===== config.mk =====
export PLATFORM = sky130hd
export DESIGN_NAME = serial_tx_ctrl_flat
export DESIGN_NICKNAME = d
export VERILOG_FILES = /design/src/rtl/elc3_serial_pkg.sv /design/src/rtl/serial_tx_ctrl_if.sv /design/src/rtl/RShiftRegister.sv /design/src/rtl/serial_tx_ctrl.sv /design/src/flat_wrapper.sv
export SDC_FILE = /design/constraint.sdc
export NUM_CORES = 1
export LEC_CHECK = 0
export BUFFER_PORTS_ARGS = -buffer_cell sky130_fd_sc_hd__buf_2
export CAP_MARGIN = 20
export CORE_MARGIN = 4
export CORE_UTILIZATION = 34
export CTS_CLUSTER_SIZE = 28
export DETAILED_ROUTE_END_ITERATION = 10
export SYNTH_ARGS = -nofsm -noshare
export SYNTH_HDL_FRONTEND = slang
export SYNTH_SLANG_ARGS = --single-unit

===== constraint.sdc =====
create_clock -name Clk -period 2.29 [get_ports Clk]
set_input_delay 0.1145 -clock Clk [delete_from_list [all_inputs] [get_ports Clk]]
set_output_delay 0.1145 -clock Clk [all_outputs]
set_load 0.05 [all_outputs]

===== src/rtl/elc3_serial_pkg.sv =====
// Shared types and defaults for the serial transmit controller.
// Holds the FSM state encoding and the counter width helper.
package elc3_serial_pkg;

    typedef enum logic [1:0] {
        IDLE  = 2'd0,
        START = 2'd1,
        DATA  = 2'd2,
        STOP  = 2'd3
    } tx_state_t;

    localparam int DEF_DATA_W       = 8;
    localparam int DEF_CLKS_PER_BIT = 434;

    // Width needed to count 0 .. n-1, never less than one bit.
    function automatic int cnt_w(input int n);
        return (n > 1) ? $clog2(n) : 1;
    endfunction

endpackage


===== src/rtl/serial_tx_ctrl_if.sv =====
// Word handshake between a requester and the serial transmitter.
// The requester is the master; the transmitter is the slave.
interface serial_tx_ctrl_if
    import elc3_serial_pkg::*;
#(
    parameter int DATA_W = DEF_DATA_W
);

    logic [DATA_W-1:0] TxData;
    logic              TxValid;
    logic              TxReady;

    modport master (
        output TxData,
        output TxValid,
        input  TxReady
    );

    modport slave (
        input  TxData,
        input  TxValid,
        output TxReady
    );

endinterface


===== src/rtl/RShiftRegister.sv =====
// Right shift register with parallel load; bit 0 is the serial output.
// NextOut exposes what bit 0 will hold after a shift, so the caller can register it.
module RShiftRegister #(
    parameter int N = 8
) (
    input  logic         Clk,
    input  logic         Reset,
    input  logic         Load,
    input  logic         ShiftEnable,
    input  logic         ShiftIn,
    input  logic [N-1:0] DataIn,
    output logic         ShiftOut,
    output logic         NextOut
);

    logic [N-1:0] q;
    logic [N-1:0] shifted;

    generate
        if (N > 1) begin : g_wide
            assign shifted = {ShiftIn, q[N-1:1]};
        end else begin : g_one
            assign shifted = ShiftIn;
        end
    endgenerate

    always_ff @(posedge Clk) begin
        if (Reset) begin
            q <= '0;
        end else if (Load) begin
            q <= DataIn;
        end else if (ShiftEnable) begin
            q <= shifted;
        end
    end

    assign ShiftOut = q[0];
    assign NextOut  = shifted[0];

endmodule


===== src/rtl/serial_tx_ctrl.sv =====
// Serial transmitter: start bit, DATA_W data bits LSB first, stop bit,
// each held for CLKS_PER_BIT clocks. Accepts one word per frame via a valid/ready handshake.
//
//   state | meaning
//   IDLE  | line high, TxReady asserted, waiting for a word
//   START | start bit (Tx = 0) for one bit period
//   DATA  | shifting out data bits, bit counter tracks position
//   STOP  | stop bit (Tx = 1) for one bit period, then back to IDLE
module serial_tx_ctrl
    import elc3_serial_pkg::*;
#(
    parameter int DATA_W       = DEF_DATA_W,
    parameter int CLKS_PER_BIT = DEF_CLKS_PER_BIT
) (
    input  logic             Clk,
    input  logic             Reset,
    serial_tx_ctrl_if.slave  bus,
    output logic             Tx,
    output logic             Busy
);

    localparam int BAUD_W = cnt_w(CLKS_PER_BIT);
    localparam int BIT_W  = cnt_w(DATA_W);

    localparam logic [BAUD_W-1:0] BAUD_LAST = BAUD_W'(CLKS_PER_BIT - 1);
    localparam logic [BIT_W-1:0]  BIT_LAST  = BIT_W'(DATA_W - 1);

    tx_state_t         state;
    logic [BAUD_W-1:0] baud_cnt;
    logic [BIT_W-1:0]  bit_cnt;
    logic              tx_q;
    logic              busy_q;

    logic load;
    logic shift_en;
    logic baud_end;
    logic bit_end;
    logic shift_out;
    logic next_out;
    logic data_bit;

    assign bus.TxReady = (state == IDLE) && Reset;
    assign load        = bus.TxValid && bus.TxReady;
    assign baud_end    = (baud_cnt == BAUD_LAST);
    assign bit_end     = (bit_cnt == BIT_LAST);
    assign shift_en    = (state == DATA) && baud_end;

    // Bit 0 as it will stand after this edge, so Tx stays a clean register.
    assign data_bit = shift_en ? next_out : shift_out;

    RShiftRegister #(
        .N (DATA_W)
    ) u_sreg (
        .Clk         (Clk),
        .Reset       (!Reset),
        .Load        (load),
        .ShiftEnable (shift_en),
        .ShiftIn     (1'b1),
        .DataIn      (bus.TxData),
        .ShiftOut    (shift_out),
        .NextOut     (next_out)
    );

    always_ff @(posedge Clk) begin
        if (!Reset) begin
            state    <= IDLE;
            baud_cnt <= '0;
            bit_cnt  <= '0;
            tx_q     <= 1'b1;
            busy_q   <= 1'b0;
        end else begin
            unique case (state)
                IDLE: begin
                    if (load) begin
                        state    <= START;
                        baud_cnt <= '0;
                        bit_cnt  <= '0;
                        tx_q     <= 1'b0;
                        busy_q   <= 1'b1;
                    end
                end
                START: begin
                    if (baud_end) begin
                        state    <= DATA;
                        baud_cnt <= '0;
                        tx_q     <= data_bit;
                    end else begin
                        baud_cnt <= baud_cnt + 1'b1;
                    end
                end
                DATA: begin
                    if (baud_end) begin
                        baud_cnt <= '0;
                        if (bit_end) begin
                            state   <= STOP;
                            bit_cnt <= '0;
                            tx_q    <= 1'b1;
                        end else begin
                            bit_cnt <= bit_cnt + 1'b1;
                            tx_q    <= data_bit;
                        end
                    end else begin
                        baud_cnt <= baud_cnt + 1'b1;
                    end
                end
                STOP: begin
                    if (baud_end) begin
                        state    <= IDLE;
                        baud_cnt <= '0;
                        busy_q   <= 1'b0;
                    end else begin
                        baud_cnt <= baud_cnt + 1'b1;
                    end
                end
                default: begin
                    state    <= IDLE;
                    baud_cnt <= '0;
                    bit_cnt  <= '0;
                    tx_q     <= 1'b1;
                    busy_q   <= 1'b0;
                end
            endcase
        end
    end

    assign Tx   = tx_q;
    assign Busy = busy_q;

endmodule


===== src/flat_wrapper.sv =====
// flat-port wrapper written by rule: the top's interface ports become plain ports
module serial_tx_ctrl_flat import elc3_serial_pkg::*;
#(
    parameter int DATA_W       = DEF_DATA_W,
    parameter int CLKS_PER_BIT = DEF_CLKS_PER_BIT
)
  (Clk, Reset, Tx, Busy, bus_TxData, bus_TxValid, bus_TxReady);
  serial_tx_ctrl_if #(.DATA_W(DATA_W)) bus_i ();
  input  logic Clk;
  input  logic Reset;
  output logic Tx;
  output logic Busy;
  input wire logic [$bits(bus_i.TxData)-1:0] bus_TxData;
  input wire logic [$bits(bus_i.TxValid)-1:0] bus_TxValid;
  output wire logic [$bits(bus_i.TxReady)-1:0] bus_TxReady;
  assign bus_i.TxData = bus_TxData;
  assign bus_i.TxValid = bus_TxValid;
  assign bus_TxReady = bus_i.TxReady;
  serial_tx_ctrl #(.DATA_W(DATA_W), .CLKS_PER_BIT(CLKS_PER_BIT)) u_core (.Clk(Clk), .Reset(Reset), .bus(bus_i), .Tx(Tx), .Busy(Busy));
endmodule

==> results.sh, run 1 <==
export IMPL_layout_setup_ws_ns=0.236
export IMPL_die_area_mm2=0.00485
export IMPL_rows=22
export IMPL_drt_wirelength_per_cell_um=11.9
export IMPL_cts_resized=0
export IMPL_grt_max_degree=17
export IMPL_hold_slack_ns=0.121
export IMPL_required_ns=2.50
export IMPL_hold_buffers=0
export IMPL_vdd_drop_max_v=0.000418
export IMPL_critPathKind="reg2reg"
export IMPL_drv_slew=0
export IMPL_crit_fanout=7
export IMPL_h_tree_depth=1
export IMPL_cp_end_kind="flop"
export IMPL_grt_pass1_vias=1060
export IMPL_grt_antenna_before_repair=0
export IMPL_wirelength_um=2520
export IMPL_core_area_mm2=0.00366
export IMPL_reg2reg_slack_ns=0.24
export IMPL_power_density_mw_per_mm2=948
export IMPL_drtIter0Drc=42
export IMPL_leakagePower_nw=0.612
export IMPL_setup_tns_ns=0
export IMPL_syn_num_nets=168
export IMPL_port_buffers=13
export IMPL_final_nets=184
export IMPL_slew_headroom_pct=53.9
export IMPL_grt_pass1_wl_um=4420
export IMPL_clkSlewWorstSetupHoldPaths_ns=0.08
export IMPL_via_per_inst=5.18
export IMPL_synthFlopType="dfxtp_1"
export IMPL_fp_dieW_um=69.7
export IMPL_ys_types=38
export IMPL_post_place_ws_ns=0.237
export IMPL_ys_warnings_count=0
export IMPL_grt_overflow=0
export IMPL_instances_no_fill=211
export IMPL_fmax_ghz=0.487
export IMPL_finalHoldViolCount=0
export IMPL_fin_crit_ns=2.05
export IMPL_skew_ns=0.00289
export IMPL_arrival_ns=2.26
export IMPL_synth_area_mm2=0.00129
export IMPL_syn_to_final_growth_pct=13.6
export IMPL_setup_viol=0
export IMPL_clk_latency_ns=0.27
export IMPL_start_kind="flop"
export IMPL_initial_core_util_pct=35.3
export IMPL_total_power_mw=1.39
export IMPL_grtUsageTotal_pct=11.0
export IMPL_ys_seq_area_share_pct=37.2
export IMPL_drive_gt1_share_pct=16.0
export IMPL_ant_nets=0
export IMPL_synth_edf_count=0
export IMPL_drcViolationCount=0
export IMPL_rsz0062_at_grt="no"
export IMPL_io_pins=14
export IMPL_routed_via_count=1092
export IMPL_dp_cells=207
export IMPL_gp_congestion=0.793
export IMPL_fp_dieH_um=69.7
export IMPL_cts_setup_buffers=0
export IMPL_cts_sinks=24
export IMPL_maxCapViolations=0
export IMPL_ys_ff_latch=24
export IMPL_first_pass_iters=4
export IMPL_root_buffer="clkbuf_8"
export IMPL_clk_path_buf_depth=2
export IMPL_final_cell_mix="dfxtp_1, a21oi_1, nor2_1, buf_2"
export IMPL_final_common_cell="dfxtp_1"
export IMPL_min_path_type="in2reg"
export IMPL_status="complete, no violations"
export IMPL_hpwlAfterDp_um=1970
export IMPL_diodes=0
export IMPL_cts_buffers=3
export IMPL_synthCells=148
export IMPL_synth_area_per_cell_um2=8.73
export IMPL_finalCritPeriodShare_pct=89.7
export IMPL_tightest_slew_ns=0.685
export IMPL_cts_tree="done"
export IMPL_ys_async_sr_fraction_pct=0
-- where the power goes --
group	internal, mW	total (mW)	leakage, nW	switching, mW
logic	0.217	0.565	0.388	0.347
clock network	0.153	0.287	0.0288	0.133
registers	0.486	0.539	0.196	0.0534
total	0.857	1.39	0.612	0.534
-- registers in the layout, indices dropped and copies added (netlist names) --
| signal | count |
|---|---|
| u_core.baud_cnt | 9 |
| u_core.u_sreg.q | 8 |
| u_core.bit_cnt | 3 |
| u_core.state | 2 |
| u_core.Busy | 1 |
| u_core.Tx | 1 |
-- final cells by class --
type,instances,area [um2]
Multi-Input combinational cell,113,762
Clock buffer,4,55.1
Fill cell,364,2190
Inverter,6,22.5
Sequential cell,24,480
Timing Repair Buffer,16,87.6
Tap cell,48,60.1
-- final timing paths --
path,endpoint,cells past startpoint,from
setup / recovery,u_core.baud_cnt[6],7,u_core.state[0]
setup reg to reg,u_core.baud_cnt[6],7,u_core.state[0]
hold reg to reg,u_core.bit_cnt[1],2,u_core.bit_cnt[1]
hold / removal,u_core.u_sreg.q[2],3,bus_TxData[2]
-- critical path, stage by stage (launching register included) --
cell and delay [ns]:
dfxtp_1 0.33, inv_1 0.12, ha_1 0.26, a21boi_0 0.60, buf_4 0.25, o21ai_1 0.15
buf_4 0.19, nor2_1 0.10
-- per-stage QoR --
| step | utilization [%] | area, um2 |
|---|---|---|
| final | 40.1 | 1470 |
| after global routing | 40.1 | 1470 |
| after CTS | 40.1 | 1470 |
| after detailed placement | 38.6 | 1410 |
| after global placement | 38.6 | 1410 |
| after floorplan | - | 1290 |
-- cell usage after synthesis (2+ instances only) --
cell type	number	share of area (%)
inv_1	6	1.7
a211oi_1	2	1.2
o21ai_0	10	3.9
clkbuf_1	3	0.87
or4_1	2	1.2
nand4_1	2	0.97
nor2_1	13	3.8
nand3_1	6	2.3
a31oi_1	3	1.5
nand4b_1	2	1.4
mux2i_1	8	6.2
ha_1	9	8.7
a21oi_1	14	5.4
nor3_1	6	2.3
xnor2_1	5	3.4
nand2_1	10	2.9
xor2_1	2	1.4
nor4b_1	2	1.4
dfxtp_1	24	37
-- routing by layer --
| metal | up-vias | wire, um | track usage (%) |
|---|---|---|---|
| met5 | - | 0 | 0 |
| met4 | 0 | 53 | 4.89 |
| met3 | 6 | 89 | 2.17 |
| met2 | 23 | 1240 | 19.0 |
| met1 | 495 | 1140 | 13.1 |
| li1 | 568 | - | - |
-- cells by family after synthesis --
group / count (synthesis) / synth area share (%)
simple gates: 51 / 21.9
compound gates: 38 / 17.4
flops: 24 / 37.2
buf+inv: 11 / 3.87
fa+ha+maj: 9 / 8.71
mux: 8 / 6.20
xor+xnor: 7 / 4.74
(Power assumes the default switching activity.)
==> inputs of run 2 (changes only) <==
--- a/config.mk
+++ b/config.mk
@@ -8,9 +8,10 @@
 export BUFFER_PORTS_ARGS = -buffer_cell sky130_fd_sc_hd__buf_2
 export CAP_MARGIN = 20
 export CORE_MARGIN = 4
-export CORE_UTILIZATION = 34
+export CORE_UTILIZATION = 57
 export CTS_CLUSTER_SIZE = 28
 export DETAILED_ROUTE_END_ITERATION = 10
+export PLACE_DENSITY = 0.78
 export SYNTH_ARGS = -nofsm -noshare
 export SYNTH_HDL_FRONTEND = slang
 export SYNTH_SLANG_ARGS = --single-unit
==> run 2 against run 1 <==
  * Sequential cell count stayed put
  * Clock power is 20% lower
  * Core utilization is 29 points higher
  * Non-clock buffer count is 1 lower
  * Fmax is 2.4% higher
  * Power is 3.3% lower
  * Worst setup slack better by 0.048 ns
  * Die area is 36% lower
  * Global-route usage is 7.7 points higher
  * Clock skew is 0.0077 ns higher
  * Critical path type unchanged
  * Critical endpoint is now u_core.baud_cnt[1]
  * Largest cell class unchanged
==> results.sh, run 2 (synthesized netlist as in run 1, its figures left out) <==
export IMPL_grt_busiest_layer="met2"
export IMPL_grt_overflow=0
export IMPL_grt_pass1_wl_um=4740
export IMPL_met3_usage_pct=3.94
export IMPL_fin_crit_ns=2.01
export IMPL_setup_tns_ns=0
export IMPL_grt_max_degree=17
export IMPL_clkSlewWorstSetupHoldPaths_ns=0.14
export IMPL_top_regs="u_core.baud_cnt x9, u_core.u_sreg.q x8, u_core.bit_cnt x3"
export IMPL_required_ns=2.51
export IMPL_fp_dieH_um=55.6
export IMPL_hold_slack_ns=0.0636
export IMPL_clk_latency_ns=0.32
export IMPL_finalCritPeriodShare_pct=87.6
export IMPL_use_met2_pct=28.9
export IMPL_power_density_mw_per_mm2=950
export IMPL_diodes=0
export IMPL_gp_congestion=0.824
export IMPL_cp_end_kind="flop"
export IMPL_final_cell_mix="dfxtp_1, a21oi_1, nor2_1, buf_2"
export IMPL_final_common_cell="dfxtp_1"
export IMPL_use_met1_pct=25.0
export IMPL_rows=16
export IMPL_grt_pass1_vias=1018
export IMPL_slew_headroom_pct=53.6
export IMPL_h_tree_depth=1
export IMPL_tightest_slew_ns=0.695
export IMPL_min_path_type="in2reg"
export IMPL_drt_wirelength_per_cell_um=14.7
export IMPL_vdd_drop_max_v=0.000666
export IMPL_initial_core_util_pct=62.7
export IMPL_largest_reg_flops=9
export IMPL_grt_antenna_before_repair=0
export IMPL_via_per_inst=6.02
export IMPL_drv_slew=0
export IMPL_finalHoldViolCount=0
export IMPL_status="complete, no violations"
export IMPL_start_kind="flop"
export IMPL_leakagePower_nw=0.600
export IMPL_die_area_mm2=0.00309
export IMPL_port_buffers=13
export IMPL_io_pins=14
export IMPL_cts_buffers=3
export IMPL_core_area_mm2=0.00206
export IMPL_wirelength_um=2780
export IMPL_grtUsageTotal_pct=18.7
export IMPL_clk_path_buf_depth=2
export IMPL_regMostFlops="u_core.baud_cnt"
export IMPL_maxCapViolations=0
export IMPL_cts_setup_buffers=0
export IMPL_drtIter0Drc=22
export IMPL_arrival_ns=2.23
export IMPL_routed_via_count=1137
export IMPL_final_nets=183
export IMPL_first_pass_iters=4
export IMPL_fp_dieW_um=55.6
export IMPL_total_power_mw=1.34
export IMPL_cts_sinks=24
export IMPL_hpwlAfterDp_um=2040
export IMPL_drcViolationCount=0
export IMPL_skew_ns=0.0106
export IMPL_final_area_mm2=0.00142
export IMPL_fmax_ghz=0.498
export IMPL_crit_fanout=11
export IMPL_drive_gt1_share_pct=15.4
export IMPL_critPathKind="reg2reg"
export IMPL_root_buffer="clkbuf_4"
export IMPL_ant_nets=0
export IMPL_syn_to_final_growth_pct=9.49
export IMPL_cts_tree="done"
export IMPL_rsz0062_at_grt="no"
export IMPL_setup_viol=0
export IMPL_place_area_mm2=0.00138
==> run 2: metal layers <==
metal,part of all wire [%],vias to the layer above
met1,46,538
met4,1.6,0
li1,-,567
met2,48,27
met3,4.2,5
met5,0,-
==> run 2: report_power, final <==
group | total, mW | switching, mW | internal (mW)
Clock | 0.229 | 0.131 | 0.0973
Combinational | 0.569 | 0.362 | 0.207
Sequential | 0.546 | 0.0604 | 0.486
==> run 2: through the flow <==
stage	util [%]	cells	worst slack, ns
2_1_floorplan	-	148	0.662
3_3_place_gp	66.9	185	0.252
3_5_place_dp	66.9	185	0.0645
4_1_cts	68.6	189	0.0512
5_1_grt	68.6	189	0.101
6_report	68.6	189	0.284
==> run 2: cell type report <==
class                           count  area [um2]
Fill cell                         170         647
Sequential cell                    24         480
Inverter                            6        22.5
Tap cell                           27        33.8
Timing Repair Buffer               15        80.1
Multi-Input combinational cell    113         762
Clock buffer                        4        36.3
==> run 2: what timing repair did <==
action / in CTS / in global routing
setup endpoints to repair: 0 / 10
resized for setup: 0 / 1
hold buffers: 0 / 0
==> run 2: critical path, stage by stage (launching register included) <==
cell and delay [ns]:
dfxtp_1 0.35, inv_1 0.13, ha_1 0.26, a21boi_1 0.61
o21ai_1 0.21, a211oi_1 0.34
==> run 2: final timing paths <==
kind / from / to / slack (ns) / cells past startpoint
setup / recovery: u_core.state[0] / u_core.baud_cnt[1] / 0.28 / 5
hold reg to reg: u_core.bit_cnt[1] / u_core.bit_cnt[1] / 0.51 / 2
setup reg to reg: u_core.state[0] / u_core.baud_cnt[1] / 0.28 / 5
hold / removal: bus_TxData[2] / u_core.u_sreg.q[2] / 0.06 / 3
==> inputs of run 3 (changes only) <==
--- a/config.mk
+++ b/config.mk
@@ -8,10 +8,10 @@
 export BUFFER_PORTS_ARGS = -buffer_cell sky130_fd_sc_hd__buf_2
 export CAP_MARGIN = 20
 export CORE_MARGIN = 4
-export CORE_UTILIZATION = 57
+export CORE_UTILIZATION = 51
 export CTS_CLUSTER_SIZE = 28
 export DETAILED_ROUTE_END_ITERATION = 10
-export PLACE_DENSITY = 0.78
+export PLACE_DENSITY = 0.71
 export SYNTH_ARGS = -nofsm -noshare
 export SYNTH_HDL_FRONTEND = slang
 export SYNTH_SLANG_ARGS = --single-unit
==> constraint.sdc (replaced) <==
create_clock -name Clk -period 2.29 [get_ports Clk]
set_input_delay 0.1145 -clock Clk [delete_from_list [all_inputs] [get_ports Clk]]
set_output_delay 0.1145 -clock Clk [all_outputs]
set_load 0.005 [all_outputs]
==> run 3 against run 2 <==
  * Clock skew shrank 0.0063 ns
  * Largest power group is now sequential cells
  * Global-route usage decreased by 2.4 points
  * Via count fell by 7.3%
  * Count of clock-buffer cells in the layout did not move
  * Critical path depth increased by 1
  * Largest cell class unchanged
==> results.sh, run 3 (synthesized netlist as in run 1, its figures left out) <==
export IMPL_status="complete, no violations"
export IMPL_wirelength_um=2540
export IMPL_drcViolationCount=0
export IMPL_clkSlewWorstSetupHoldPaths_ns=0.13
export IMPL_core_area_mm2=0.00232
export IMPL_hpwlAfterDp_um=1900
export IMPL_root_buffer="clkbuf_4"
export IMPL_grt_pass1_vias=1006
export IMPL_dp_cells=185
export IMPL_first_pass_iters=4
export IMPL_min_path_type="in2reg"
export IMPL_skew_ns=0.00426
export IMPL_r2r_cells=6
export IMPL_required_ns=2.49
export IMPL_ant_nets=0
export IMPL_port_buffers=13
export IMPL_diodes=0
export IMPL_leakagePower_nw=0.596
export IMPL_finalHoldViolCount=0
export IMPL_slew_headroom_pct=65.2
export IMPL_largest_reg_flops=9
export IMPL_start_kind="flop"
export IMPL_tightest_slew_ns=0.519
export IMPL_cp_end_kind="flop"
export IMPL_maxCapViolations=0
export IMPL_gp_congestion=0.927
export IMPL_grtUsageTotal_pct=16.4
export IMPL_die_area_mm2=0.00340
export IMPL_initial_core_util_pct=55.7
export IMPL_cts_buffers=3
export IMPL_drt_wirelength_per_cell_um=13.4
export IMPL_final_area_mm2=0.00141
export IMPL_place_area_mm2=0.00137
export IMPL_fp_dieW_um=58.3
export IMPL_drtIter0Drc=21
export IMPL_grt_max_degree=17
export IMPL_setup_viol=0
export IMPL_fmax_ghz=0.535
export IMPL_cts_sinks=24
export IMPL_regMostFlops="u_core.baud_cnt"
export IMPL_h_tree_depth=1
export IMPL_finalCritPeriodShare_pct=81.7
export IMPL_cts_tree="done"
export IMPL_grt_antenna_before_repair=0
export IMPL_drv_slew=0
export IMPL_io_pins=14
export IMPL_rows=17
export IMPL_critPathKind="reg2reg"
export IMPL_clk_latency_ns=0.31
export IMPL_hold_buffers=0
export IMPL_routed_via_count=1054
export IMPL_reg2reg_slack_ns=0.42
export IMPL_drive_gt1_share_pct=15.5
export IMPL_fin_crit_ns=1.87
export IMPL_instances_no_fill=189
export IMPL_top_regs="u_core.baud_cnt x9, u_core.u_sreg.q x8, u_core.bit_cnt x3"
export IMPL_arrival_ns=2.07
export IMPL_via_per_inst=5.58
export IMPL_rsz0062_at_grt="no"
export IMPL_clk_path_buf_depth=2
export IMPL_fp_dieH_um=58.3
export IMPL_min_path_cells=3
export IMPL_final_cell_mix="dfxtp_1, a21oi_1, nor2_1, buf_2"
export IMPL_vdd_drop_max_v=0.000536
export IMPL_power_density_mw_per_mm2=884
export IMPL_crit_fanout=11
export IMPL_grt_pass1_wl_um=4430
export IMPL_grt_overflow=0
export IMPL_final_nets=182
export IMPL_syn_to_final_growth_pct=9.29
export IMPL_final_common_cell="dfxtp_1"
-- run 3: changes by cell type in the layout (fill, tap and decap cells not counted), sizes merged --
cell,change
buf,-1
-- run 3: cell type report --
class / count / area [um2]
tap: 28 / 35.0
timing repair buffer: 14 / 72.6
inverter: 6 / 22.5
clock buffer: 4 / 36.3
fill: 211 / 906
multi-input combinational: 113 / 766
sequential: 24 / 480
-- run 3: power breakdown --
part / internal, mW / total, mW / leakage, nW / switching (mW)
registers: 0.486 / 0.540 / 0.196 / 0.0539
logic: 0.203 / 0.489 / 0.379 / 0.286
clock network: 0.0971 / 0.221 / 0.0210 / 0.124
-- run 3: worst max-delay path, cell delays in order (launching register included) --
cell      delay [ns]
dfxtp_1         0.39
inv_1           0.10
ha_1            0.27
a21boi_2        0.24
or4_1           0.55
a21oi_1         0.16
nor3_1          0.07
-- run 3: timing repair --
action / 4_1_cts / 5_1_grt
setup endpoints to repair: 1 / 1
gates resized for setup: 1 / 1
buffers inserted: 0 / 0
-- run 3: path summary, 6_finish.rpt --
path,startpoint,endpoint
max,u_core.state[0],u_core.baud_cnt[7]
min,bus_TxData[4],u_core.u_sreg.q[4]
max reg2reg,u_core.state[0],u_core.baud_cnt[7]
min reg2reg,u_core.bit_cnt[1],u_core.bit_cnt[1]
-- run 3: per-layer routing --
| metal | GRT usage (%) | share of wire [%] | up-vias |
|---|---|---|---|
| li1 | - | - | 565 |
| met1 | 22.4 | 50 | 474 |
| met2 | 26.3 | 46 | 13 |
| met3 | 1.97 | 2.9 | 2 |
| met4 | 5.96 | 0.55 | 0 |
| met5 | 0 | 0 | - |
-- run 3: through the flow --
| step | utilization [%] | setup slack, ns | total power [mW] | hold WS (ns) | setup TNS [ns] |
|---|---|---|---|---|---|
| 5_1_grt | 60.9 | 0.249 | 1.35 | 0.0726 | 0 |
| 3_3_place_gp | 59.2 | 0.103 | 1.01 | 0.388 | 0 |
| 6_report | 60.9 | 0.419 | 1.25 | 0.0720 | 0 |
| 3_5_place_dp | 59.2 | -0.0320 | 1.03 | 0.400 | -0.0320 |
| 2_1_floorplan | - | 0.662 | 0.914 | 0.301 | 0 |
| 4_1_cts | 60.8 | 0.247 | 1.25 | 0.0608 | 0 |
